--- config.mk ---
export PLATFORM = sky130hd
export DESIGN_NAME = cpu_lockstep_cmp
export DESIGN_NICKNAME = d
export VERILOG_FILES = /design/src/rtl/cpu_lockstep_cmp.sv
export SDC_FILE = /design/constraint.sdc
export NUM_CORES = 1
export LEC_CHECK = 0
export ABC_CLOCK_PERIOD_IN_PS = 10510
export BUFFER_PORTS_ARGS = -buffer_cell sky130_fd_sc_hd__buf_2
export CAP_MARGIN = 20
export CORE_ASPECT_RATIO = 0.9
export CORE_MARGIN = 2
export CORE_UTILIZATION = 57
export CTS_CLUSTER_SIZE = 28
export DETAILED_ROUTE_END_ITERATION = 7
export PLACE_DENSITY = 0.81
export RECOVER_POWER = 50
export SYNTH_ARGS = -nofsm -noshare
export SYNTH_HDL_FRONTEND = slang
export SYNTH_HIERARCHICAL = 1
export SYNTH_SLANG_ARGS = --single-unit
--- constraint.sdc ---
create_clock -name clk -period 10.51 [get_ports clk]
set_input_delay 0.5255 -clock clk [delete_from_list [all_inputs] [get_ports clk]]
set_output_delay 0.5255 -clock clk [all_outputs]
set_load 0.1 [all_outputs]
--- src/rtl/cpu_lockstep_cmp.sv ---
// Lockstep bus-transaction comparator: captures qualified bus cycles from the DUV and
// reference cores into per-side FIFOs, compares them in order and reports differences.

module cpu_lockstep_fifo #(
    parameter int DEPTH = 8,
    parameter int REC_W = 25
) (
    input  logic                     clk,
    input  logic                     rst,
    input  logic                     clr,
    input  logic                     push_i,
    input  logic [REC_W-1:0]         rec_i,
    input  logic                     pop_i,
    output logic [REC_W-1:0]         head_o,
    output logic [$clog2(DEPTH):0]   level_o,
    output logic                     drop_o
);
    localparam int AW = $clog2(DEPTH);
    localparam logic [AW:0] FULL_LVL = (AW+1)'(DEPTH);

    logic [REC_W-1:0] mem_q [DEPTH];
    logic [AW-1:0]    wptr_q, wptr_d, rptr_q, rptr_d;
    logic [AW:0]      level_q, level_d;
    logic             full, accept;

    // A full FIFO still takes a record when its head leaves in the same cycle.
    assign full   = (level_q == FULL_LVL);
    assign accept = push_i & (~full | pop_i) & ~clr;
    assign drop_o = push_i & full & ~pop_i & ~clr;

    always_comb begin
        wptr_d  = wptr_q;
        rptr_d  = rptr_q;
        level_d = level_q;
        if (clr) begin
            wptr_d  = '0;
            rptr_d  = '0;
            level_d = '0;
        end else begin
            if (accept) wptr_d = wptr_q + 1'b1;
            if (pop_i)  rptr_d = rptr_q + 1'b1;
            case ({accept, pop_i})
                2'b10:   level_d = level_q + 1'b1;
                2'b01:   level_d = level_q - 1'b1;
                default: level_d = level_q;
            endcase
        end
    end

    always_ff @(posedge clk or negedge rst) begin
        if (!rst) begin
            wptr_q  <= '0;
            rptr_q  <= '0;
            level_q <= '0;
        end else begin
            wptr_q  <= wptr_d;
            rptr_q  <= rptr_d;
            level_q <= level_d;
        end
    end

    always_ff @(posedge clk) begin
        if (accept) mem_q[wptr_q] <= rec_i;
    end

    assign head_o  = mem_q[rptr_q];
    assign level_o = level_q;
endmodule

module cpu_lockstep_cmp #(
    parameter int ADDR_W     = 16,
    parameter int DATA_W     = 8,
    parameter int DEPTH      = 8,
    parameter int SKEW_LIMIT = 64
) (
    input  logic                       clk,
    input  logic                       rst,
    input  logic                       en,
    input  logic                       clr,
    input  logic                       duv_syn_clk,
    input  logic [ADDR_W-1:0]          duv_addr_out,
    input  logic [DATA_W-1:0]          duv_data_out,
    input  logic [DATA_W-1:0]          duv_data_in,
    input  logic                       duv_ren,
    input  logic                       duv_wen,
    input  logic                       ref_syn_clk,
    input  logic [ADDR_W-1:0]          ref_addr_out,
    input  logic [DATA_W-1:0]          ref_data_out,
    input  logic [DATA_W-1:0]          ref_data_in,
    input  logic                       ref_ren,
    input  logic                       ref_wen,
    output logic                       mismatch,
    output logic                       err,
    output logic                       overflow,
    output logic                       timeout,
    output logic [ADDR_W+DATA_W:0]     first_duv_rec,
    output logic [ADDR_W+DATA_W:0]     first_ref_rec,
    output logic [31:0]                cmp_count,
    output logic [15:0]                err_count,
    output logic [$clog2(DEPTH):0]     duv_level,
    output logic [$clog2(DEPTH):0]     ref_level
);
    localparam int REC_W = 1 + ADDR_W + DATA_W;
    localparam int LW    = $clog2(DEPTH) + 1;
    localparam int SW    = $clog2(SKEW_LIMIT + 1);
    localparam int DUV   = 0;
    localparam int REFS  = 1;
    localparam logic [SW-1:0] SKEW_MAX = SW'(SKEW_LIMIT);

    logic [1:0]                   syn, ren, wen, push, drop, nonempty;
    logic [1:0][ADDR_W-1:0]       addr;
    logic [1:0][DATA_W-1:0]       dout, din;
    logic [1:0][REC_W-1:0]        rec, head;
    logic [1:0][LW-1:0]           level;
    logic                         pop, differ;

    assign syn  = {ref_syn_clk, duv_syn_clk};
    assign ren  = {ref_ren, duv_ren};
    assign wen  = {ref_wen, duv_wen};
    assign addr = {ref_addr_out, duv_addr_out};
    assign dout = {ref_data_out, duv_data_out};
    assign din  = {ref_data_in, duv_data_in};

    generate
        for (genvar s = 0; s < 2; s++) begin : g_side
            // A cycle with both enables set is recorded as a write.
            assign push[s]     = en & syn[s] & (ren[s] | wen[s]);
            assign rec[s]      = {wen[s], addr[s], wen[s] ? dout[s] : din[s]};
            assign nonempty[s] = (level[s] != '0);

            cpu_lockstep_fifo #(.DEPTH(DEPTH), .REC_W(REC_W)) u_fifo (
                .clk     (clk),
                .rst     (rst),
                .clr     (clr),
                .push_i  (push[s]),
                .rec_i   (rec[s]),
                .pop_i   (pop),
                .head_o  (head[s]),
                .level_o (level[s]),
                .drop_o  (drop[s])
            );
        end
    endgenerate

    assign pop = &nonempty;

    logic              cmp_vld_q, cmp_vld_d;
    logic [REC_W-1:0]  cmp_duv_q, cmp_duv_d, cmp_ref_q, cmp_ref_d;
    logic              mismatch_q, mismatch_d, err_q, err_d;
    logic              overflow_q, overflow_d, timeout_q, timeout_d;
    logic [REC_W-1:0]  first_duv_q, first_duv_d, first_ref_q, first_ref_d;
    logic [31:0]       cmp_cnt_q, cmp_cnt_d;
    logic [15:0]       err_cnt_q, err_cnt_d;
    logic [SW-1:0]     skew_q, skew_d;

    assign differ = cmp_vld_q & (cmp_duv_q != cmp_ref_q);

    always_comb begin
        cmp_vld_d   = pop;
        cmp_duv_d   = pop ? head[DUV]  : cmp_duv_q;
        cmp_ref_d   = pop ? head[REFS] : cmp_ref_q;
        mismatch_d  = differ;
        err_d       = err_q | differ;
        cmp_cnt_d   = cmp_cnt_q + {31'd0, cmp_vld_q};
        err_cnt_d   = (differ && err_cnt_q != 16'hFFFF) ? err_cnt_q + 16'd1 : err_cnt_q;
        first_duv_d = (differ && !err_q) ? cmp_duv_q : first_duv_q;
        first_ref_d = (differ && !err_q) ? cmp_ref_q : first_ref_q;
        overflow_d  = overflow_q | (|drop);
        // Skew only accumulates while one side holds entries the other cannot match.
        if (^nonempty) skew_d = (skew_q == SKEW_MAX) ? skew_q : skew_q + 1'b1;
        else           skew_d = '0;
        timeout_d   = timeout_q | (skew_d == SKEW_MAX);
        if (clr) begin
            cmp_vld_d   = 1'b0;
            cmp_duv_d   = '0;
            cmp_ref_d   = '0;
            mismatch_d  = 1'b0;
            err_d       = 1'b0;
            cmp_cnt_d   = '0;
            err_cnt_d   = '0;
            first_duv_d = '0;
            first_ref_d = '0;
            overflow_d  = 1'b0;
            skew_d      = '0;
            timeout_d   = 1'b0;
        end
    end

    always_ff @(posedge clk or negedge rst) begin
        if (!rst) begin
            cmp_vld_q   <= 1'b0;
            cmp_duv_q   <= '0;
            cmp_ref_q   <= '0;
            mismatch_q  <= 1'b0;
            err_q       <= 1'b0;
            cmp_cnt_q   <= '0;
            err_cnt_q   <= '0;
            first_duv_q <= '0;
            first_ref_q <= '0;
            overflow_q  <= 1'b0;
            skew_q      <= '0;
            timeout_q   <= 1'b0;
        end else begin
            cmp_vld_q   <= cmp_vld_d;
            cmp_duv_q   <= cmp_duv_d;
            cmp_ref_q   <= cmp_ref_d;
            mismatch_q  <= mismatch_d;
            err_q       <= err_d;
            cmp_cnt_q   <= cmp_cnt_d;
            err_cnt_q   <= err_cnt_d;
            first_duv_q <= first_duv_d;
            first_ref_q <= first_ref_d;
            overflow_q  <= overflow_d;
            skew_q      <= skew_d;
            timeout_q   <= timeout_d;
        end
    end

    assign mismatch      = mismatch_q;
    assign err           = err_q;
    assign overflow      = overflow_q;
    assign timeout       = timeout_q;
    assign first_duv_rec = first_duv_q;
    assign first_ref_rec = first_ref_q;
    assign cmp_count     = cmp_cnt_q;
    assign err_count     = err_cnt_q;
    assign duv_level     = level[DUV];
    assign ref_level     = level[REFS];
endmodule

==> flow_summary.toml <==
[global_routing]
grt_use_met1 = 0.3612
grt.busiest_layer = "met2"
use_met2 = 0.4130
grt_util_met3 = 0.06975
grt_use_total = 0.2621
gr-total-overflow = 0
antenna_found_initial = 4
grt_max_degree = 134
grt_pass1_wl_um = 84060
grt_pass1_vias = 13610

[die]
initial_core_util = 0.5805
core_area_mm2 = 0.04090
num_rows = 70
fp.dieArea_mm2 = 0.04330
ios = 184
die_w_um = 219.1
die_y_um = 197.6

[timing]
setup_violations = 0
grt_setup_unrepaired = "no"
fmax_ghz = 0.1671
slew_viol_final = 193
fin_tns_setup_ns = 0
tightest_slew_ns = 3.809
finalCriticalPeriod_ns = 5.985
max_slew_margin = -1.540
clock_skew_ns = 0.01545
hold_violations = 0
holdWs_ns = 0.2834
final.period_utilization = 0.5694

[outcome]
violations = "max-capacitance violations, max-slew violations"
status = "complete, but fails checks"

[cells_and_area]
nets = 1678
areaGrowthSynthToFinish_pct = 13.99
post_route_cells_drive_above_1_share = 0.2219
fillCellCount = 2641
diodes = 0

[clock_network]
cts_max_level = 2
cts_buffers = 54
clk_pin_slew_worst_paths_ns = 0.06
clock-sinks = 580
clockBufferDepth = 3
cts_tree = "built"
clock_latency_ns = 0.60
root_buffer = "clkbuf_16"
post_cts_buffers = 0

[route]
drc = 0
vias_per_cell = 6.160
ant_nets = 0
routed-via-count = 13410
wire_per_inst_um = 25.66
drt_iter0_drc = 1716
wirelength_um = 55840
dr.pass1.iters = 8

[logic_synthesis]
yosys_warnings = 6
synth_ff_type = "edfxtp_1"
synth_edf_count = 400
syn_area_mm2 = 0.02374
ys_seq_area_frac = 0.6957
ys_seq_elements = 580
async_reset_ff_frac = 0.3103
synth_nets = 1481
synthCells = 1393
avgSynthCellArea_um2 = 17.04
yosysUniqueCellTypes = 61

[setup_path]
startpoint_type = "input port"
end_kind = "flop"
crit_arrival_ns = 6.34
critPathRequiredTime_ns = 10.86
path_max_fanout = 83
worst-setup-path-type = "in2reg"

[placed_design]
gp_congestion = 0.8577
dp_hpwl_um = 33340
io_buffers = 183

[power_and_ir_drop]
power_leakage_nw = 9.803
irDropWorstVdd_v = 0.0002261
power_density_mw_per_mm2 = 227.1

[job]
drv_cap = 3

[worst_hold_path]
min_path_type = "in2reg"
-- cells in the final DEF, fill, tap and decap left out, types with 10 or more instances in the layout --
cell type | netlist | layout
mux2_1 | 0 | 16
a22o_1 | 35 | 35
xnor2_1 | 23 | 23
clkbuf_16 | 0 | 55
edfxtp_1 | 400 | 400
nor2_1 | 151 | 141
o21ai_0 | 12 | 12
nor3_1 | 20 | 15
clkbuf_1 | 37 | 140
dfrtp_1 | 180 | 176
ha_1 | 14 | 13
inv_1 | 12 | 12
nand3_1 | 22 | 22
buf_4 | 7 | 18
nand2_1 | 27 | 27
or4_1 | 10 | 10
mux4_2 | 100 | 100
mux2_2 | 72 | 56
nor2b_1 | 14 | 14
xor2_1 | 49 | 49
mux2i_1 | 71 | 71
a21oi_1 | 20 | 20
buf_2 | 13 | 60
-- layer usage --
layer  up-vias  wire length (um)
met2       638             26760
met1      6910             22050
met4         2              1425
met5         -                12
met3        94              5585
li1       5761                 -
-- Yosys cell counts, drive strengths merged, types with 9 or more instances --
| cell type | instances | area, um2 |
|---|---|---|
| inv | 12 | 45.04 |
| or4 | 10 | 75.07 |
| ha | 14 | 175.2 |
| xnor2 | 23 | 201.4 |
| nor2 | 151 | 566.8 |
| nor3 | 20 | 100.1 |
| a22o | 35 | 306.5 |
| nand3 | 22 | 110.1 |
| nand4 | 10 | 68.81 |
| edfxtp | 400 | 12010 |
| nand2 | 27 | 101.4 |
| mux4 | 100 | 2252 |
| o31ai | 9 | 67.56 |
| or3 | 9 | 58.80 |
| dfrtp | 180 | 4504 |
| nor4 | 10 | 75.07 |
| buf | 32 | 200.2 |
| a21oi | 21 | 116.4 |
| xor2 | 49 | 429.2 |
| mux2 | 72 | 810.8 |
| o21ai | 15 | 101.4 |
| clkbuf | 38 | 152.6 |
| nor2b | 14 | 87.58 |
| mux2i | 71 | 710.7 |
-- state kept, by name, summed over array words and instances, names as in the netlist, 6 cells and up --
name and cells:
g_side.u_fifo/wptr_q 6, g_side.u_fifo/rptr_q 6, g_side.u_fifo/level_o 8, cmp_ref_q 25, cmp_duv_q 25, first_ref_rec 25, skew_q 7, first_duv_rec 25
err_count 16, cmp_count 32, g_side.u_fifo/mem_q 400
-- area by class of cell --
type                    count  area (um2)  share of cell area
well taps                 540       675.6             0.02497
inverters                  12       45.04            0.001664
repair buffers            211        1051             0.03883
clock inverters            27       326.6             0.01207
clock buffers              75        1511             0.05585
multi-input cells         731        6928              0.2560
flip-flops and latches    580       16530              0.6106
-- kinds of logic (layout without fill, tap and decap cells) --
logic type                 count (synthesis)  count (layout)  share of synthesized area
xor gates and xnor gates                  72              72                    0.02656
and+or+nand+nor                          301             301                    0.06187
buffers and inverters                     82             325                    0.01676
AOI/OAI and AO/OA                        101             101                    0.03283
muxes                                    243             243                     0.1589
DFF                                      580             580                     0.6957
adders and majority gates                 14              14                   0.007378
-- what timing repair did --
item / 4_1_cts / 5_1_grt
hold buffers: 0 / 1
hold endpoints to repair: 0 / 19
gates resized for setup: 0 / 0
-- per-stage QoR --
stage / util / std cells / setup WS [ns] / power [mW] / area, um2
after CTS: 0.6633 / 2170 / 6.838 / 6.147 / 27130
final: 0.6617 / 2176 / 4.525 / 6.147 / 27060
after detailed placement: 0.6184 / 2068 / 6.906 / 4.111 / 25290
after floorplan: - / 1393 / 5.349 / 3.770 / 23740
after global placement: 0.6177 / 2067 / 6.893 / 4.070 / 25270
after global routing: 0.6617 / 2176 / 4.078 / 6.350 / 27060
-- final timing paths --
kind	start	endpoint	slack (ns)	depth (start not counted)
setup reg to reg	cmp_duv_q[11]	first_ref_rec[18]	6.81	7
max in group asynchronous	rst	g_side[1].u_fifo/rptr_q[0]	5.72	4
hold reg to reg	first_duv_rec[22]	first_duv_rec[22]	0.51	1
hold / removal	ref_addr_out[0]	g_side[1].u_fifo/mem_q[0][8]	0.28	1
setup / recovery	clr	timeout	4.53	5
min in group asynchronous	rst	err_count[13]	0.71	2
-- critical path: stages --
cell	delay (ns)
clkbuf_1	0.54
clkbuf_1	2.73
clkbuf_1	1.97
nand2b_1	0.37
o32ai_1	0.12
-- report_power, final --
group / internal (mW) / switching, mW / total (mW)
combinational: 0.570 / 0.864 / 1.43
sequential: 2.56 / 0.147 / 2.71
clock: 1.16 / 0.845 / 2.00
total: 4.29 / 1.86 / 6.15
Power figures use the tool's default switching activity.
